File: src/rtl/memory_access.sv
// Memory stage: data-cache request/ack handshake, store lane steering and load formatting.
// Optional build macro MISALIGN_TRAP_EN turns misaligned half/word accesses into error completions.
module memory_access #(
   parameter int         TIMEOUT  = 16,
   parameter logic [6:0] OP_LOAD  = 7'b0000011,
   parameter logic [6:0] OP_STORE = 7'b0100011
) (
   input  logic        clk,
   input  logic        rst,
   input  logic        start,
   input  logic [6:0]  opcode,
   input  logic [2:0]  funct3,
   input  logic [31:0] alu_out,
   input  logic [31:0] rs2_data,
   output logic        busy,
   output logic        mem_req,
   output logic        mem_we,
   output logic [31:0] mem_addr,
   output logic [31:0] mem_wdata,
   output logic [3:0]  mem_wstrb,
   input  logic [31:0] mem_rdata,
   input  logic        mem_ack,
   output logic [31:0] dcache_out,
   output logic        done,
   output logic        err
);
   typedef enum logic [1:0] {IDLE, REQ, RESP} state_t;

   localparam int CW = (TIMEOUT > 1) ? $clog2(TIMEOUT + 1) : 1;
   localparam logic [CW-1:0] TO_LAST = CW'((TIMEOUT > 0) ? TIMEOUT - 1 : 0);

   state_t          state, state_nxt;
   logic [CW-1:0]   cnt;
   logic [2:0]      f3_q;
   logic [1:0]      lo_q;
   logic            trap_q;
   logic            is_load, is_store, is_mem, is_byte, is_half, misalign;
   logic            acked, timed_out;
   logic [3:0]      wstrb_nxt;
   logic [31:0]     wdata_nxt;
   logic [3:0][7:0] rbytes;
   logic [7:0]      ld_byte;
   logic [15:0]     ld_half;
   logic [31:0]     ld_data;

   always_comb begin
      is_load  = (opcode == OP_LOAD);
      is_store = (opcode == OP_STORE);
      is_mem   = is_load | is_store;
      // Loads alias the unsigned variants onto funct3[1:0]; stores only know SB/SH.
      is_byte  = is_store ? (funct3 == 3'b000) : (funct3[1:0] == 2'b00);
      is_half  = is_store ? (funct3 == 3'b001) : (funct3[1:0] == 2'b01);
`ifdef MISALIGN_TRAP_EN
      misalign = (is_half && alu_out[0]) || (!is_byte && !is_half && (alu_out[1:0] != 2'b00));
`else
      misalign = 1'b0;
`endif
      wstrb_nxt = 4'b0000;
      wdata_nxt = 32'h0;
      if (is_store) begin
         if (is_byte) begin
            wstrb_nxt = 4'b0001 << alu_out[1:0];
            wdata_nxt = {4{rs2_data[7:0]}};
         end else if (is_half) begin
            wstrb_nxt = 4'b0011 << {alu_out[1], 1'b0};
            wdata_nxt = {2{rs2_data[15:0]}};
         end else begin
            wstrb_nxt = 4'b1111;
            wdata_nxt = rs2_data;
         end
      end
   end

   always_comb begin
      rbytes  = mem_rdata;
      ld_byte = rbytes[lo_q];
      ld_half = lo_q[1] ? mem_rdata[31:16] : mem_rdata[15:0];
      case (f3_q)
         3'b000:  ld_data = {{24{ld_byte[7]}}, ld_byte};
         3'b100:  ld_data = {24'h0, ld_byte};
         3'b001:  ld_data = {{16{ld_half[15]}}, ld_half};
         3'b101:  ld_data = {16'h0, ld_half};
         default: ld_data = mem_rdata;
      endcase
   end

   // Ack on the last allowed cycle still completes normally.
   assign acked     = (state == REQ) && mem_ack;
   assign timed_out = (TIMEOUT > 0) && (state == REQ) && !mem_ack && (cnt == TO_LAST);
   assign busy      = (state != IDLE);

   always_comb begin
      state_nxt = state;
      case (state)
         IDLE:    if (start && is_mem) state_nxt = misalign ? RESP : REQ;
         REQ:     if (acked || timed_out) state_nxt = RESP;
         RESP:    state_nxt = IDLE;
         default: state_nxt = IDLE;
      endcase
   end

   always_ff @(posedge clk) begin
      if (rst) state <= IDLE;
      else     state <= state_nxt;
   end

   always_ff @(posedge clk) begin
      if (rst) begin
         cnt        <= '0;
         f3_q       <= 3'b000;
         lo_q       <= 2'b00;
         trap_q     <= 1'b0;
         mem_req    <= 1'b0;
         mem_we     <= 1'b0;
         mem_addr   <= 32'h0;
         mem_wdata  <= 32'h0;
         mem_wstrb  <= 4'b0000;
         dcache_out <= 32'h0;
         done       <= 1'b0;
         err        <= 1'b0;
      end else begin
         done <= 1'b0;
         err  <= 1'b0;
         case (state)
            IDLE: if (start) begin
               if (!is_mem) begin
                  done       <= 1'b1;
                  dcache_out <= 32'h0;
               end else begin
                  f3_q      <= funct3;
                  lo_q      <= alu_out[1:0];
                  trap_q    <= misalign;
                  cnt       <= '0;
                  mem_req   <= !misalign;
                  mem_we    <= is_store;
                  mem_addr  <= {alu_out[31:2], 2'b00};
                  mem_wdata <= wdata_nxt;
                  mem_wstrb <= wstrb_nxt;
               end
            end
            REQ: begin
               if (acked) begin
                  mem_req    <= 1'b0;
                  done       <= 1'b1;
                  dcache_out <= mem_we ? 32'h0 : ld_data;
               end else if (timed_out) begin
                  mem_req    <= 1'b0;
                  done       <= 1'b1;
                  err        <= 1'b1;
                  dcache_out <= 32'h0;
               end else begin
                  cnt <= cnt + CW'(1);
               end
            end
            RESP: begin
               // A trapped access uses RESP as a staging cycle and completes on the way out.
               if (trap_q) begin
                  done       <= 1'b1;
                  err        <= 1'b1;
                  dcache_out <= 32'h0;
                  trap_q     <= 1'b0;
               end
            end
            default: ;
         endcase
      end
   end
endmodule

File: config.mk
export PLATFORM = sky130hd
export DESIGN_NAME = memory_access
export DESIGN_NICKNAME = d
export VERILOG_FILES = /design/src/rtl/memory_access.sv
export SDC_FILE = /design/constraint.sdc
export NUM_CORES = 1
export LEC_CHECK = 0
export BUFFER_PORTS_ARGS = -buffer_cell sky130_fd_sc_hd__buf_4
export CAP_MARGIN = 20
export CORE_MARGIN = 3
export CORE_UTILIZATION = 47
export DETAILED_ROUTE_END_ITERATION = 16
export HOLD_SLACK_MARGIN = 0.06
export PLACE_DENSITY = 0.77
export RECOVER_POWER = 100
export SYNTH_ARGS = -nofsm -noshare
export SYNTH_HDL_FRONTEND = slang
export SYNTH_SLANG_ARGS = --single-unit
File: constraint.sdc
create_clock -name clk -period 6.15 [get_ports clk]
set_clock_uncertainty 0.2 [all_clocks]
set_input_delay 0.3075 -clock clk [delete_from_list [all_inputs] [get_ports clk]]
set_output_delay 0.3075 -clock clk [all_outputs]
set_load 0.05 [all_outputs]
==> out/summary.txt <==
ys async rst share: 0%
commonest non-fill, non-tap cell in the layout: dlygate4sd3_1
Post-DP Area: 6730 µm²
max-cap violations: 2
Fin. Hold Viols: 0
1st-pass router iterations: 6
CP Class: in -> reg
GRT Util Overall: 30.5%
hold crit path type: in -> reg
vias in the first global route: 6235
peak supply drop: 0.146 mV
P_leak: 3.19 nW
Final Wtd Congestion: 0.867
count of different cell masters after synthesis: 61
sequential-to-total area share from yosys stat: 44.2%
slack of the critical path: 2.04 ns
Setup-failing EPs final: 0
worst reg2reg path depth: 7
CTS sink cnt: 114
Hold EP: dcache_out[14]$_SDFFE_PP0P_
period utilisation layout: 66.9%
Root Driver: clkbuf_8
global-route wire length before repair: 30800 µm
Tmin final: 4.11 ns
most frequent cells in the layout: dlygate4sd3_1, nand2_1, dfxtp_1
status: complete, but fails checks
met1 usage: 32.3%
CTS max path bufs: 2
Hold-fix buffers, CTS: 130
FF-to-FF End: mem_wdata[7]$_SDFFE_PP0P_
Min Hold Slack: 0.103 ns
Overflow after GRT: 0
FP Rows: 37
largest delay contributor family on the critical path: compound AO/OA/AOI/OAI gates
Critical Path Sink Type: flop
Final ANT Viol Nets: 0
Crit path largest cell delay: 1.76 ns
CP Launch Type: input port
chip height: 111 µm
hold path depth: 4
Finished Cell Area: 8160 µm²
PD cells: 237 nW/µm²
global routing met3 resource utilization: 8.84%
die extent in x: 111 µm
routed length per instance: 18.3 µm
Core Footprint: 10500 µm²
I/O pins: 215
layout net count: 1013
Synth Instances: 573
via count: 5809
clock-pin transition on the worst setup and hold timing paths: 0.06 ns
reg-to-reg startpoint: state[0]$_SDFFE_PP0P_
RSZ-0062 raised after global routing: false
Post-synth EDFFs: 0
CP Cell Sequence: dlygate4sd3_1 -> clkbuf_1 -> and2_0 -> a31oi_1 -> mux2i_1 -> dlygate4sd3_1 -> o21ai_0
worst-path maximum fanout: 16
drt via density: 5.56
f_max: 243 MHz
GR met2 Demand/Resource: 53.7%
port bufs: 212
most frequent CP cell: dlygate4sd3_1
dpl hpwl: 10900 µm
worst reg-to-reg setup slack: 2.56 ns
worst-skew pair later-pin latency: 0.51 ns
CTS tree: done
GR peak layer: met2
violated checks: max-capacitance violations, max-slew violations
# Post-CTS Setup Buffers: 0
initial antenna violation count: 0
DIE AREA: 12300 µm²
pre-CTS WS: 3.52 ns
Final Max Tran Viols: 63
share of cells above drive strength 1: 18.4%
DR DRC count: 0
H-tree depth: 4
starting DRC count in detailed routing: 443
Slew HR: -65.1%
Main synth FF type: dfxtp_1
critical path buffer and inverter count: 3
crit path DAT: 4.32 ns
fin util: 77.6%
Worst Path Required: 6.36 ns
min-delay src: mem_rdata[14]
Post-Route WL: 19100 µm
Synthesis Warnings: 0
setup TNS: 0 ns
Netlist Area Pre-Place: 5170 µm²
post_cts resized: 0
Initial Util: 49.2%
slew at the pin with the worst max-slew slack: 2.47 ns
Synth Register Bits: 114
syn avg cell area: 9.02 µm²
Ant. Diodes: 0
Area growth syn-to-layout: 57.9%
largest net degree at the start of global routing: 61
Critical Path Slowest Stage Cell: a31oi_1
filler cell count: 759
TritonCTS Buffers: 17
## how the worst max path moves through the flow
stage                                startpoint                     endpoint  slack [ns]  depth (start not counted)
after CTS                 state[0]$_SDFFE_PP0P_    mem_wdata[2]$_SDFFE_PP0P_        3.21                          7
after detailed placement   f3_q[1]$_SDFFE_PP0P_  dcache_out[23]$_SDFFE_PP0P_        3.52                          4
final                                 opcode[5]   mem_wdata[23]$_SDFFE_PP0P_        2.04                          7
after floorplan             cnt[0]$_SDFFE_PP0P_          cnt[3]$_SDFFE_PP0P_        3.97                          6
after global placement                opcode[2]        state[0]$_SDFFE_PP0P_        3.10                          5
after global routing                  opcode[5]   mem_wdata[23]$_SDFFE_PP0P_        1.85                          7
## routing by layer
| metal | up-vias | wire length, µm | share of wire, % |
|---|---|---|---|
| met5 | - | 0 | 0 |
| met4 | 0 | 1080 | 5.7 |
| met3 | 92 | 1450 | 7.6 |
| met2 | 324 | 9520 | 50 |
| met1 | 2707 | 7030 | 37 |
| li1 | 2686 | - | - |
## report_power, final
group / switching, mW / leakage (nW) / internal (mW)
Sequential: 0.00175 / 0.918 / 0.741
Clock: 0.354 / 0.271 / 0.616
Combinational: 0.0924 / 2.00 / 0.129
Total: 0.448 / 3.19 / 1.49
## stage by stage
stage / power, mW / cells
final: 1.93 / 1045
after global routing: 1.99 / 1045
after CTS: 1.94 / 1044
after detailed placement: 0.908 / 883
after global placement: 0.904 / 881
after floorplan: 0.830 / 574
## worst min-delay path: cells and delay by family
kind,cells,cell delay [ns]
AO/OA/AOI/OAI,2,0.32
buffers and inverters,2,0.14
## cell usage after synthesis (2+ instances only)
library cell | instances | share of area, %
nand2_1 | 117 | 8.5
dfxtp_1 | 114 | 44
a21oi_1 | 54 | 5.2
o21ai_0 | 32 | 3.1
mux2i_1 | 31 | 6.0
nor2_1 | 22 | 1.6
clkbuf_1 | 16 | 1.2
o2bb2ai_1 | 16 | 2.7
mux2_2 | 15 | 3.3
a2bb2oi_1 | 13 | 2.2
nand3_1 | 12 | 1.2
a22o_1 | 11 | 1.9
nor2b_1 | 11 | 1.3
buf_2 | 9 | 0.87
buf_4 | 9 | 1.3
inv_1 | 9 | 0.65
o31ai_1 | 7 | 1.0
ha_1 | 6 | 1.5
buf_6 | 5 | 1.1
a222oi_1 | 4 | 0.78
a311oi_1 | 3 | 0.51
a32o_1 | 3 | 0.58
and2_1 | 3 | 0.36
nor3_1 | 3 | 0.29
or4_1 | 3 | 0.44
a211oi_1 | 2 | 0.29
a22o_2 | 2 | 0.39
a31oi_4 | 2 | 0.82
buf_1 | 2 | 0.15
nand2b_1 | 2 | 0.24
nand4b_1 | 2 | 0.34
nor4b_1 | 2 | 0.34
o21ai_1 | 2 | 0.19
or3_1 | 2 | 0.24
## cell families (layout without fill, tap and decap cells)
logic type / Yosys count / count (layout) / synth area share [%]
simple gates: 191 / 191 / 17.2
compound gates: 162 / 162 / 22.1
flops: 114 / 114 / 44.2
buf+inv: 53 / 388 / 5.79
mux: 46 / 46 / 9.28
fa+ha+maj: 6 / 6 / 1.45
other cells: 1 / 2 / 0.0726
## sequential cells by signal, indices dropped and copies added, names as in the netlist
signal	count
done	1
state	2
mem_addr	30
f3_q	3
dcache_out	32
mem_we	1
cnt	5
mem_req	1
lo_q	2
mem_wdata	32
mem_wstrb	4
err	1
## area by class of cell
cell class	instances	area (µm²)	area share (%)
Timing Repair Buffer	347	2550	31.3
Multi-Input combinational cell	407	2530	31.1
Sequential cell	114	2280	28.0
Clock buffer	19	422	5.17
Tap cell	136	170	2.09
Clock inverter	12	160	1.96
Inverter	10	37.5	0.460
(Power assumes the default switching activity.)
